## src/rtl/imm_arith_decoder.sv

```systemverilog
// imm_arith_decoder: sequenced immediate-class decoder.
// Turns one 32-bit instruction into one or two registered 31-bit control words
// (ADD/SUB immediate, and MOVZ/MOVK when move-wide support is compiled in).
// Optional feature macro: IMM_ARITH_MOVE_WIDE_EN enables MOVZ/MOVK and the MOVK2 state.
module imm_arith_decoder #(
    parameter int DATA_WIDTH = 64
) (
    input  logic                  clock,
    input  logic                  reset,
    input  logic [31:0]           instruction,
    input  logic                  instr_valid,
    output logic                  instr_ready,
    output logic [30:0]           controlWord,
    output logic [DATA_WIDTH-1:0] K,
    output logic [1:0]            nextState,
    output logic                  cw_valid,
    output logic                  illegal
);

    localparam logic [4:0] FSEL_ADD = 5'b01000;
`ifdef IMM_ARITH_MOVE_WIDE_EN
    localparam logic [4:0] FSEL_AND = 5'b00000;
    localparam logic [4:0] FSEL_OR  = 5'b00100;

    typedef enum logic {S_IDLE = 1'b0, S_MOVK2 = 1'b1} state_t;
    state_t r_state;
`endif

    // Control word layout:
    // {Psel, DA, SA, SB, Fsel, regW, ramW, EN_MEM, EN_ALU, EN_B, EN_PC, Bsel, PCsel, SL}
    // Every legal word writes a register through the ALU with B taken from K.
    function automatic logic [30:0] pack_cw(input logic [1:0] psel, input logic [4:0] da,
                                            input logic [4:0] sa, input logic [4:0] fsel,
                                            input logic sl);
        pack_cw = {psel, da, sa, 5'd31, fsel,
                   1'b1, 1'b0, 1'b0, 1'b1, 1'b0, 1'b0, 1'b1, 1'b0, sl};
    endfunction

    // Instruction fields
    logic [4:0]            w_da;
    logic [4:0]            w_sa;
    logic [11:0]           w_imm12;
    logic                  w_sf_ok;
    logic                  w_cls_addsub;
    logic [DATA_WIDTH-1:0] w_k_addsub;

    // First (or only) word produced on accept
    logic                  w_legal;
    logic [30:0]           w_cw1;
    logic [DATA_WIDTH-1:0] w_k1;
    logic [1:0]            w_ns1;

`ifdef IMM_ARITH_MOVE_WIDE_EN
    logic                  w_cls_movew;
    logic [1:0]            w_opc;
    logic [1:0]            w_hw;
    logic [15:0]           w_imm16;
    logic [5:0]            w_shamt;
    logic                  w_hw_bad;
    logic [DATA_WIDTH-1:0] w_k_mov;
    logic [DATA_WIDTH-1:0] w_k_mask;
    logic                  w_two;
    logic [30:0]           w_cw2;
    logic [DATA_WIDTH-1:0] w_k2;
    logic [30:0]           r_cw2;
    logic [DATA_WIDTH-1:0] r_k2;
`endif

    assign w_da         = instruction[4:0];
    assign w_sa         = instruction[9:5];
    assign w_imm12      = instruction[21:10];
    assign w_sf_ok      = (instruction[31] == (DATA_WIDTH == 64));
    assign w_cls_addsub = (instruction[28:23] == 6'b100010);
    assign w_k_addsub   = instruction[22] ? (DATA_WIDTH'(w_imm12) << 12) : DATA_WIDTH'(w_imm12);

`ifdef IMM_ARITH_MOVE_WIDE_EN
    assign w_cls_movew = (instruction[28:23] == 6'b100101);
    assign w_opc       = instruction[30:29];
    assign w_hw        = instruction[22:21];
    assign w_imm16     = instruction[20:5];
    assign w_shamt     = {w_hw, 4'b0000};
    // A half-word slot beyond the datapath width cannot be addressed
    assign w_hw_bad    = (DATA_WIDTH == 32) && w_hw[1];
    assign w_k_mov     = DATA_WIDTH'(w_imm16) << w_shamt;
    assign w_k_mask    = ~(DATA_WIDTH'(16'hFFFF) << w_shamt);
    assign instr_ready = (r_state == S_IDLE);
`else
    assign instr_ready = 1'b1;
`endif

    // Decode the presented instruction into the word(s) to emit on accept
    always_comb begin
        w_legal = 1'b0;
        w_cw1   = pack_cw(2'b01, w_da, w_sa, {4'b0100, instruction[30]}, instruction[29]);
        w_k1    = w_k_addsub;
        w_ns1   = 2'b00;
`ifdef IMM_ARITH_MOVE_WIDE_EN
        w_two   = 1'b0;
        w_cw2   = pack_cw(2'b01, w_da, w_da, FSEL_OR, 1'b0);
        w_k2    = w_k_mov;
`endif
        if (w_cls_addsub) begin
            w_legal = w_sf_ok;
        end
`ifdef IMM_ARITH_MOVE_WIDE_EN
        else if (w_cls_movew) begin
            if (w_opc == 2'b10) begin
                // MOVZ: Rd = XZR + imm16 placed in its half-word slot
                w_legal = w_sf_ok && !w_hw_bad;
                w_cw1   = pack_cw(2'b01, w_da, 5'd31, FSEL_ADD, 1'b0);
                w_k1    = w_k_mov;
            end else if (w_opc == 2'b11) begin
                // MOVK: clear the slot with AND, then OR the new half-word in
                w_legal = w_sf_ok && !w_hw_bad;
                w_two   = 1'b1;
                w_cw1   = pack_cw(2'b00, w_da, w_da, FSEL_AND, 1'b0);
                w_k1    = w_k_mask;
                w_ns1   = 2'b01;
            end
        end
`endif
    end

    // Sequencer: registers every output and holds MOVK word 2 for the following cycle
    always_ff @(posedge clock) begin
        if (reset) begin
`ifdef IMM_ARITH_MOVE_WIDE_EN
            r_state <= S_IDLE;
`endif
            controlWord <= '0;
            K           <= '0;
            nextState   <= 2'b00;
            cw_valid    <= 1'b0;
            illegal     <= 1'b0;
        end
`ifdef IMM_ARITH_MOVE_WIDE_EN
        else if (r_state == S_MOVK2) begin
            controlWord <= r_cw2;
            K           <= r_k2;
            nextState   <= 2'b00;
            cw_valid    <= 1'b1;
            illegal     <= 1'b0;
            r_state     <= S_IDLE;
        end
`endif
        else if (instr_valid) begin
            if (w_legal) begin
                controlWord <= w_cw1;
                K           <= w_k1;
                nextState   <= w_ns1;
                cw_valid    <= 1'b1;
                illegal     <= 1'b0;
`ifdef IMM_ARITH_MOVE_WIDE_EN
                if (w_two) begin
                    r_state <= S_MOVK2;
                    r_cw2   <= w_cw2;
                    r_k2    <= w_k2;
                end
`endif
            end else begin
                controlWord <= '0;
                K           <= '0;
                nextState   <= 2'b00;
                cw_valid    <= 1'b0;
                illegal     <= 1'b1;
            end
        end else begin
            cw_valid <= 1'b0;
            illegal  <= 1'b0;
        end
    end

endmodule

```

## config.mk

```make
export PLATFORM = sky130hd
export DESIGN_NAME = imm_arith_decoder
export DESIGN_NICKNAME = d
export VERILOG_FILES = /design/src/rtl/imm_arith_decoder.sv
export SDC_FILE = /design/constraint.sdc
export NUM_CORES = 1
export LEC_CHECK = 0
export BUFFER_PORTS_ARGS = -buffer_cell sky130_fd_sc_hd__clkbuf_2
export CAP_MARGIN = 40
export CORE_MARGIN = 2
export CORE_UTILIZATION = 41
export CTS_CLUSTER_SIZE = 28
export DETAILED_ROUTE_END_ITERATION = 16
export PLACE_DENSITY = 0.8
export SETUP_SLACK_MARGIN = 0.05
export SLEW_MARGIN = 5
export SYNTH_ARGS = -nofsm -noshare
export SYNTH_HDL_FRONTEND = slang
export SYNTH_SLANG_ARGS = --single-unit
```

## constraint.sdc

```tcl
create_clock -name clock -period 1.6 [get_ports clock]
set_input_delay 0.32 -clock clock [delete_from_list [all_inputs] [get_ports clock]]
set_output_delay 0.32 -clock clock [all_outputs]
set_load 0.02 [all_outputs]
```

## After elaboration in Yosys (flattened, before gate mapping)

Index checks and enable logic that the tools add are counted.
Widths: inputs -> output; s select.

| storage, ports and cells | value |
|---|---|
| word-level logic and storage cells | 13 |
| memories | 0 |
| bits in writable memories | 0 |
| bits in read-only memories | 0 |
| output and inout port bits | 100 |
| input port bits | 35 |
| flip-flop bits (word level) | 97 |
| latch bits | 0 |

| cells by class | value |
|---|---|
| div/mod/pow operators | 0 |
| add/sub/neg operators | 0 |
| mux-type cells | 6 |
| equality and inequality tests | 1 |
| multiply operators | 0 |
| reduce and logical (&&, ||, !) cells | 1 |
| $lt $le $gt $ge | 0 |
| bitwise operators | 1 |
| shifts and indexed selects | 0 |

Operator list:

| cell | number |
|---|---|
| $mux 24 | 2 |
| $mux 30 | 1 |
| $eq 6x6->1 const B | 1 |
| $mux 1 | 3 |
| $reduce_or 2->1 | 1 |
| $not 1->1 | 1 |

## Logic depth before layout (Yosys ltp)

Gate-level depths: netlist of run 1.

| logic depth | value |
|---|---|
| depth after elaboration | 3 |
| mapped depth | 5 |
| gate-level depth less buffers | 3 |

## Worst setup path before layout of run 1

OpenSTA, ideal clock, no wires.

| path | value |
|---|---|
| kind | input -> register |
| start point | input port instruction[23] |
| end point | register K[0] |
| buffers on the path | 1 |
| data arrival time | 1.283 ns |
| stages | 4 |
| data required time | 1.542 ns |
| setup slack | 0.259 ns |
| library setup time | 0.058 ns |
| cells stage by stage | or3b_4 nor4_4 buf_6 a22o_2 |

| on the way | value |
|---|---|
| longest elaborated chain between the ends | 3 |

RTL lines:

| item | RTL line | RTL |
|---|---|---|
| start, declared | 10 | `input logic [31:0] instruction,` |
| $eq 6x6->1 | 73 | `assign w_cls_addsub = (instruction[28:23] == 6'b100010);` |
| $mux 1 | 102 | `if (w_cls_addsub) begin` |
| $mux 24 | 147 | `if (w_legal) begin` |
| end signal, assigned | 149 | `K <= w_k1;` |
| end, declared | 14 | `output logic [DATA_WIDTH-1:0] K,` |

Every way passes these cells.
A chain may end at the register's enable or synchronous reset.

==> results.toml, run 1 <==
[route]
drtPass1Iterations = 4
wirelength_um = 3435
drc = 0
vias = 1381
drt_iter0_drc = 28
vias_per_cell = 4.455
antenna_left = 0
avgRoutedWirePerCell_um = 11.08

[layout]
utilization_pct = 49.80
layout-drive-gt1-share_pct = 42.25
n_fill_cell = 416
n_antenna_cell = 0
area_delta_synth_final_pct = 15.79
final_net_count = 292
stdcell_count = 310

[critical_path]
max_stage_delay_ns = 0.48
path_cells = "clkbuf_2"
crit_slowest_cell = "dfxtp_1"
crit_fanout = 11
worstPathArrival_ns = 0.98
cp-end-kind = "primary output"
critPathKind = "reg -> out"
critPathTopFamily = "flip-flops"
cp_data_required_time_ns = 1.28
rrSetupSlack_ns = 0.83
worst-path-buf-inv = 1
cp-start-kind = "flip-flop"

[synth]
synth_warnings = 0
synth_top_cells_by_area = "dfxtp_1 (41%), buf_4 (24%), a32o_1 (6.4%)"
yosysTopAreaCellShare_pct = 41.41
synth_seq_cells = 39
yosys.area.top_type = "dfxtp_1"
ys_types = 18
synth_edf_count = 0
syn_area_per_cell_um2 = 10.25
synth_seq_area_share_pct = 41.41
netlist_area_mm2 = 0.001886
synth_ff_type = "dfxtp_1"
synth.most_common_cell = "buf_4"
postSynth.asyncResetShare_pct = 0
synth_common_cells = "buf_4 (61), dfxtp_1 (39), nand2b_1 (15)"
synthCells = 184

[clocking]
clock_path_buffers = 2
clkLatencyLatePin_ns = 0.28
cts_tree = "yes"
clock-sinks = 39
cts_resized = 0
hold_buffers = 0
ctsHtreeMaxLevel = 2
clk_pin_slew_worst_paths_ns = 0.07
numCtsBuffers = 5
post_cts.repair.setup_buffers = 0
cts_root_buf = "clkbuf_8"

[floorplanning]
die-area_mm2 = 0.005157
die_h_um = 71.82
pin_count = 135
coreArea_mm2 = 0.004384
start_util_pct = 43.01
rows = 24
die_x_um = 71.82

[sta]
drv_slew = 0
finalClockSkew_ns = 0
rsz0062_at_grt = "no"
min_period_ns = 1.303
tns_ns = 0
setup_violations = 0
max_freq_mhz = 767.7
fin_ws_ns = 0.2974
period_share_pct = 81.41
finalHoldViolations = 0

[placed_design]
gp_congestion = 0.6802
portBuffers = 82
placed_cells = 302
dp_hpwl_um = 2694
detailedPlace.worstSlack_ns = 0.1031

[global_routing]
grt_max_degree = 26
grt_usage_pct = 13.64
grt_pass1_vias = 1202
gr-total-overflow = 0
antenna_found_initial = 0
grt_pass1_wl_um = 5520

[power]
comb_power_share_pct = 12.0
power.density_mw_per_mm2 = 858.9
switching_share_pct = 26.42
internal_power_mw = 1.380
clkPwrFrac_pct = 36.1
p_leak_nw = 1.068
seqPwrFrac_pct = 51.9
power_mw = 1.875
vdd_drop_max_mv = 0.5427
switching_power_mw = 0.4954

[outcome]
status = "complete, no violations"

[worst_hold_path]
hold_path.class = "in -> reg"

[flow_run]
cap_violations = 0
-- through the flow --
stage                     hold slack (ns)  cell area [um^2]
after CTS                          0.2488              2183
after global routing               0.2554              2183
after global placement             0.4480              2088
after floorplan                    0.4398              2073
final                              0.2626              2183
after detailed placement           0.4547              2088
-- cells in the final DEF (no fill, tap or decap), types with 3 or more instances in the layout --
master and count:
buf_4 4, conb_1 52, nand2b_1 15, inv_1 12
a22o_2 10, clkbuf_8 6, a32o_1 12, dfxtp_1 39
o32ai_1 12, nor2_1 3, clkbuf_2 82
-- worst paths after layout --
| check | end | from | depth (start not counted) |
|---|---|---|---|
| min | K[6] | instruction[16] | 2 |
| max | controlWord[14] | controlWord[18] | 1 |
| max reg2reg | controlWord[18] | controlWord[18] | 2 |
| min reg2reg | K[14] | K[14] | 1 |
-- registers in the layout, indices dropped and copies added, names as in the netlist --
signal	flops
K	24
controlWord	13
cw_valid	1
illegal	1
-- worst register-to-register path: stages (launching register included) --
cell,delay (ns)
dfxtp_1,0.48
nand2b_1,0.09
a21oi_1,0.13
-- power by group through the flow --
stage	Combinational, mW	Sequential [mW]	Clock (mW)
floorplan	0.253	0.999	0
global placement	0.221	0.996	0
detailed placement	0.223	0.996	0
CTS	0.223	0.973	0.713
global route	0.245	0.973	0.754
finish	0.225	0.973	0.677
-- final cells by class --
cell class              count  area, um^2  share of cell area [%]
inverters                  12       45.04                   2.063
clock buffers               7       86.33                   3.954
multi-input cells         112       737.0                   33.75
well taps                  52       65.06                   2.980
flip-flops and latches     39       780.7                   35.76
clock inverters             1       8.758                  0.4011
repair buffers             87       460.4                   21.09
-- kinds of logic (layout without fill, tap and decap cells) --
| kind of cell | after synthesis | count (layout) | synth area share, % |
|---|---|---|---|
| buffers and inverters | 83 | 107 | 29.46 |
| flip-flops | 39 | 39 | 41.41 |
| AO/OA/AOI/OAI | 37 | 37 | 18.45 |
| AND/OR/NAND/NOR | 23 | 23 | 10.29 |
| other | 2 | 52 | 0.3983 |
-- layer usage --
layer | track usage [%] | wire length [um] | vias to the layer above
met5 | 0 | 0 | -
met4 | 6.289 | 44 | 0
met3 | 4.782 | 428 | 5
met2 | 22.94 | 1641 | 92
met1 | 15.47 | 1321 | 611
li1 | - | - | 673
Note: power is estimated with default switching activity, not from simulation.
==> run 2, diff against run 1 <==
--- a/config.mk
+++ b/config.mk
@@ -5,10 +5,11 @@
 export SDC_FILE = /design/constraint.sdc
 export NUM_CORES = 1
 export LEC_CHECK = 0
+export ABC_AREA = 1
 export BUFFER_PORTS_ARGS = -buffer_cell sky130_fd_sc_hd__clkbuf_2
 export CAP_MARGIN = 40
 export CORE_MARGIN = 2
-export CORE_UTILIZATION = 41
+export CORE_UTILIZATION = 43
 export CTS_CLUSTER_SIZE = 28
 export DETAILED_ROUTE_END_ITERATION = 16
 export PLACE_DENSITY = 0.8
==> constraint.sdc (replaced) <==
create_clock -name clock -period 1.3 [get_ports clock]
set_input_delay 0.26 -clock clock [delete_from_list [all_inputs] [get_ports clock]]
set_output_delay 0.26 -clock clock [all_outputs]
set_load 0.02 [all_outputs]
==> run 2 against run 1 <==
Highest routed layer unchanged. Register-to-register slack lost 0.23 ns. Clock-buffer cell count fell by 2. Power up 36%. Critical endpoint is now controlWord[2]. Clock power up 48%. Final area rose by 14%. Die area rose by 9.0%.
==> results.toml, run 2 <==
[synth]
synth.most_common_cell = "buf_4"
synth_seq_area_share_pct = 36.03
synth_ff_type = "dfxtp_1"
postSynth.asyncResetShare_pct = 0
synth_edf_count = 0
synth_common_cells = "buf_4 (64), nand2_1 (52), dfxtp_1 (39), nand3_1 (39), inv_1 (26)"
synth_seq_cells = 39
yosys.area.top_type = "dfxtp_1"
yosysTopAreaCellShare_pct = 36.03
synth_top_cells_by_area = "dfxtp_1 (36%), buf_4 (22%), nand3_1 (9.0%)"
ys_types = 20
synth_warnings = 0
netlist_area_mm2 = 0.002167
syn_area_per_cell_um2 = 7.321
synthCells = 296

[clocking]
numCtsBuffers = 5
clock_path_buffers = 2
cts_tree = "yes"
clkLatencyLatePin_ns = 0.29
clock-sinks = 39
cts_root_buf = "clkbuf_8"
clk_pin_slew_worst_paths_ns = 0.08
ctsHtreeMaxLevel = 2

[floorplanning]
coreArea_mm2 = 0.004786
rows = 25
pin_count = 135
die-area_mm2 = 0.005624
die_h_um = 74.99
start_util_pct = 45.28
die_x_um = 74.99

[layout]
largest_reg_flops = 24
biggestRegsByFlops = "K (24), controlWord (13)"
n_antenna_cell = 0
final_net_count = 401
area_delta_synth_final_pct = 14.43
layout-drive-gt1-share_pct = 29.43
layout_common_cells = "clkbuf_2 (82), nand2_1 (52), conb_1 (52)"
largest_register = "K"
final_common_cell = "clkbuf_2"
finalInstanceArea_mm2 = 0.002480

[route]
drc = 0
wl_met3_um = 309
drtPass1Iterations = 4
vias_per_cell = 4.422
wirelength_um = 4633
wl_met2_um = 2279
antenna_left = 0
met1_length_um = 1947
avgRoutedWirePerCell_um = 10.68
highest_layer = "met4"
drt_iter0_drc = 84
vias = 1919

[flow_run]
cap_violations = 0

[sta]
period_share_pct = 90.00
rsz0062_at_grt = "no"
hold-worst-slack_ns = 0.1775
fin_ws_ns = 0.1300
finalClockSkew_ns = 0
tns_ns = 0
max_freq_mhz = 854.7
setup_violations = 0
finalHoldViolations = 0
drv_slew = 0
min_period_ns = 1.170

[power]
power_mw = 2.544
p_leak_nw = 1.434
vdd_drop_max_mv = 0.4465
power.density_mw_per_mm2 = 1026

[global_routing]
grt_usage_pct = 16.11
antenna_found_initial = 0
grt_pass1_wl_um = 6962
grt_max_degree = 45
grt_pass1_vias = 1569
gr-total-overflow = 0

[critical_path]
worst-path-buf-inv = 1
critPathTopFamily = "flip-flops"
critPathKind = "reg -> out"
crit_fanout = 11
crit_slowest_cell = "dfxtp_2"
r2r_cells = 2
max_stage_delay_ns = 0.42
path_cells = "clkbuf_2"
worstPathArrival_ns = 0.91
cp_data_required_time_ns = 1.04
cp-end-kind = "primary output"
crit_cells = 1
cp-start-kind = "flip-flop"

[placed_design]
dp_hpwl_um = 3473
detailedPlace.worstSlack_ns = 0.1296
portBuffers = 82
gp_congestion = 0.7768
placed_area_mm2 = 0.002366

[outcome]
status = "complete, no violations"

[worst_hold_path]
hold_path.class = "in -> reg"
min_path_cells = 3
-- run 2: changes by cell type after synthesis, moves of 3 or more --
cell / before / now
inv_2: 0 / 3
buf_4: 61 / 64
a32o_1: 12 / 0
nand2_1: 0 / 52
a21oi_1: 1 / 15
nand3_1: 0 / 39
nand4_1: 0 / 21
o32ai_1: 12 / 0
nand2b_1: 15 / 0
buf_2: 0 / 8
nor2_1: 3 / 13
a22o_2: 10 / 0
clkbuf_1: 8 / 4
inv_1: 12 / 26
-- run 2: path summary, 6_finish.rpt --
path,start,end,slack (ns)
max reg2reg,controlWord[18],controlWord[18],0.60
min reg2reg,K[16],K[16],0.47
max,controlWord[18],controlWord[2],0.13
min,instruction[2],controlWord[26],0.18
-- run 2: timing repair --
item / CTS / global route
buffers inserted: 0 / 0
resized for setup: 1 / 0
hold buffers: 0 / 0
setup endpoints to repair: 10 / 0
-- run 2: area by class of cell --
class	count	area, um^2
clock inverters	3	43.79
repair buffers	91	478.0
inverters	30	112.6
clock buffers	5	68.82
flip-flops and latches	39	782.0
fillers	478	2306
multi-input cells	199	910.9
well taps	67	83.83
-- run 2: power breakdown --
group	leakage [nW]	total [mW]	switching, mW	internal [mW]
registers	0.315	1.20	0.00117	1.20
logic	1.06	0.344	0.269	0.0759
clock network	0.0581	1.00	0.431	0.571
total	1.43	2.54	0.701	1.84
-- run 2: logic make-up after synthesis --
logic type | Yosys count | share of synthesized area (%)
compound gates | 15 | 3.464
buf+inv | 108 | 30.60
flops | 39 | 36.03
other cells | 2 | 0.3465
simple gates | 132 | 29.56
-- run 2: through the flow --
| stage | cells | utilization, % |
|---|---|---|
| 2_1_floorplan | 346 | - |
| 3_3_place_gp | 426 | 49.44 |
| 3_5_place_dp | 426 | 49.44 |
| 4_1_cts | 434 | 51.82 |
| 5_1_grt | 434 | 51.82 |
| 6_report | 434 | 51.82 |
-- run 2: metal layers --
metal	GRT usage, %	up-vias
li1	-	970
met1	19.02	857
met2	27.58	83
met3	3.213	9
met4	8.333	0
met5	0	-
==> run 3, diff against run 2 <==
==> constraint.sdc (replaced) <==
create_clock -name clock -period 1.2 [get_ports clock]
set_input_delay 0.12 -clock clock [delete_from_list [all_inputs] [get_ports clock]]
set_output_delay 0.12 -clock clock [all_outputs]
set_load 0.02 [all_outputs]
==> run 3 against run 2 <==
Flip-flop and latch count unchanged. Hold slack worse by 0.14 ns. Cell count down 0.46%. Critical path depth unchanged. Combinational power up 9.6%.
==> results.toml, run 3 (synthesis gave the netlist of run 2 again) <==
[outcome]
status = "complete, no violations"

[power]
p_leak_nw = 1.422
vdd_drop_max_mv = 0.6796
power.density_mw_per_mm2 = 1042

[flow_run]
cap_violations = 0

[sta]
rsz0062_at_grt = "no"
setup_violations = 0
min_period_ns = 1.020
drv_slew = 0
tns_ns = 0
max_freq_mhz = 980.4
period_share_pct = 85.00
finalClockSkew_ns = 0
finalHoldViolations = 0

[global_routing]
grt_max_degree = 45
gr-total-overflow = 0
grt_pass1_vias = 1606
grt_usage_pct = 16.08
antenna_found_initial = 0
grt_pass1_wl_um = 6975

[layout]
stdcell_count = 432
biggestRegsByFlops = "K (24), controlWord (13)"
n_fill_cell = 488
largest_register = "K"
n_antenna_cell = 0
area_delta_synth_final_pct = 13.51
layout-drive-gt1-share_pct = 29.04
final_common_cell = "clkbuf_2"
largest_reg_flops = 24
final_net_count = 400
layout_common_cells = "clkbuf_2 (82), nand2_1 (52), conb_1 (52)"

[critical_path]
crit_cells = 1
crit_fanout = 11
r2r_cells = 2
cp_data_required_time_ns = 1.08
cp-end-kind = "primary output"
cp-start-kind = "flip-flop"
worstPathArrival_ns = 0.90
max_stage_delay_ns = 0.42
rrSetupSlack_ns = 0.50
path_cells = "clkbuf_2"
r2r-end = "controlWord[18]"
crit_slowest_cell = "dfxtp_2"
worst-path-buf-inv = 1
critPathKind = "reg -> out"
reg2reg_from = "controlWord[18]"
critPathTopFamily = "flip-flops"

[worst_hold_path]
hp-start = "instruction[9]"
min_to = "controlWord[23]"
min_path_cells = 3
hold_path.class = "in -> reg"

[route]
drtPass1Iterations = 4
antenna_left = 0
wirelength_um = 4676
avgRoutedWirePerCell_um = 10.82
drc = 0
vias = 1937
vias_per_cell = 4.484
drt_iter0_drc = 126

[floorplanning]
die_h_um = 74.99
coreArea_mm2 = 0.004786
rows = 25
die_x_um = 74.99
pin_count = 135
die-area_mm2 = 0.005624
start_util_pct = 45.28

[clocking]
cts_tree = "yes"
numCtsBuffers = 5
cts_resized = 1
hold_buffers = 0
clock_path_buffers = 2
clk_pin_slew_worst_paths_ns = 0.08
clock-sinks = 39
post_cts.repair.setup_buffers = 0
clkLatencyLatePin_ns = 0.29
ctsHtreeMaxLevel = 2
cts_root_buf = "clkbuf_8"

[placed_design]
placed_cells = 425
portBuffers = 82
gp_congestion = 0.7707
dp_hpwl_um = 3406
==> run 3: how the worst max path moves through the flow <==
stage | end | slack [ns] | from
after floorplan | controlWord[12] | 0.30 | controlWord[18]
after global placement | K[4] | 0.20 | instruction[26]
after detailed placement | controlWord[28] | 0.16 | instruction[26]
after CTS | controlWord[29] | 0.16 | controlWord[18]
after global routing | controlWord[18] | 0.11 | controlWord[18]
final | controlWord[12] | 0.18 | controlWord[18]
==> run 3: power breakdown <==
| group | leakage [nW] | internal, mW | switching (mW) |
|---|---|---|---|
| Sequential | 0.315 | 1.30 | 0.00132 |
| Clock | 0.0470 | 0.451 | 0.436 |
| Combinational | 1.06 | 0.0843 | 0.293 |
| Total | 1.42 | 1.83 | 0.731 |
==> run 3: stage by stage <==
| stage | power, mW | util [%] | cell area (um^2) | hold WS [ns] | setup WS (ns) |
|---|---|---|---|---|---|
| final | 2.562 | 51.40 | 2460 | 0.04193 | 0.1800 |
| after global routing | 2.659 | 51.40 | 2460 | 0.04919 | 0.1083 |
| after CTS | 2.576 | 51.40 | 2460 | 0.03873 | 0.1604 |
| after detailed placement | 1.700 | 49.54 | 2371 | 0.3415 | 0.1552 |
| after global placement | 1.696 | 49.54 | 2371 | 0.3390 | 0.2009 |
| after floorplan | 1.732 | - | 2355 | 0.2513 | 0.3012 |
==> run 3: area by class of cell <==
cell class / instances / area [um^2] / share of cell area [%]
clock inverters: 1 / 5.005 / 0.2035
clock buffers: 6 / 82.58 / 3.357
multi-input cells: 199 / 910.9 / 37.03
repair buffers: 90 / 483.0 / 19.63
well taps: 67 / 83.83 / 3.408
inverters: 30 / 112.6 / 4.578
flip-flops and latches: 39 / 782.0 / 31.79
==> run 3: layer usage <==
layer | wire [um] | up-vias | global-route usage, %
li1 | - | 966 | -
met1 | 1928 | 876 | 18.28
met2 | 2379 | 87 | 28.95
met3 | 291 | 8 | 2.811
met4 | 76 | 0 | 7.738
met5 | 0 | - | 0
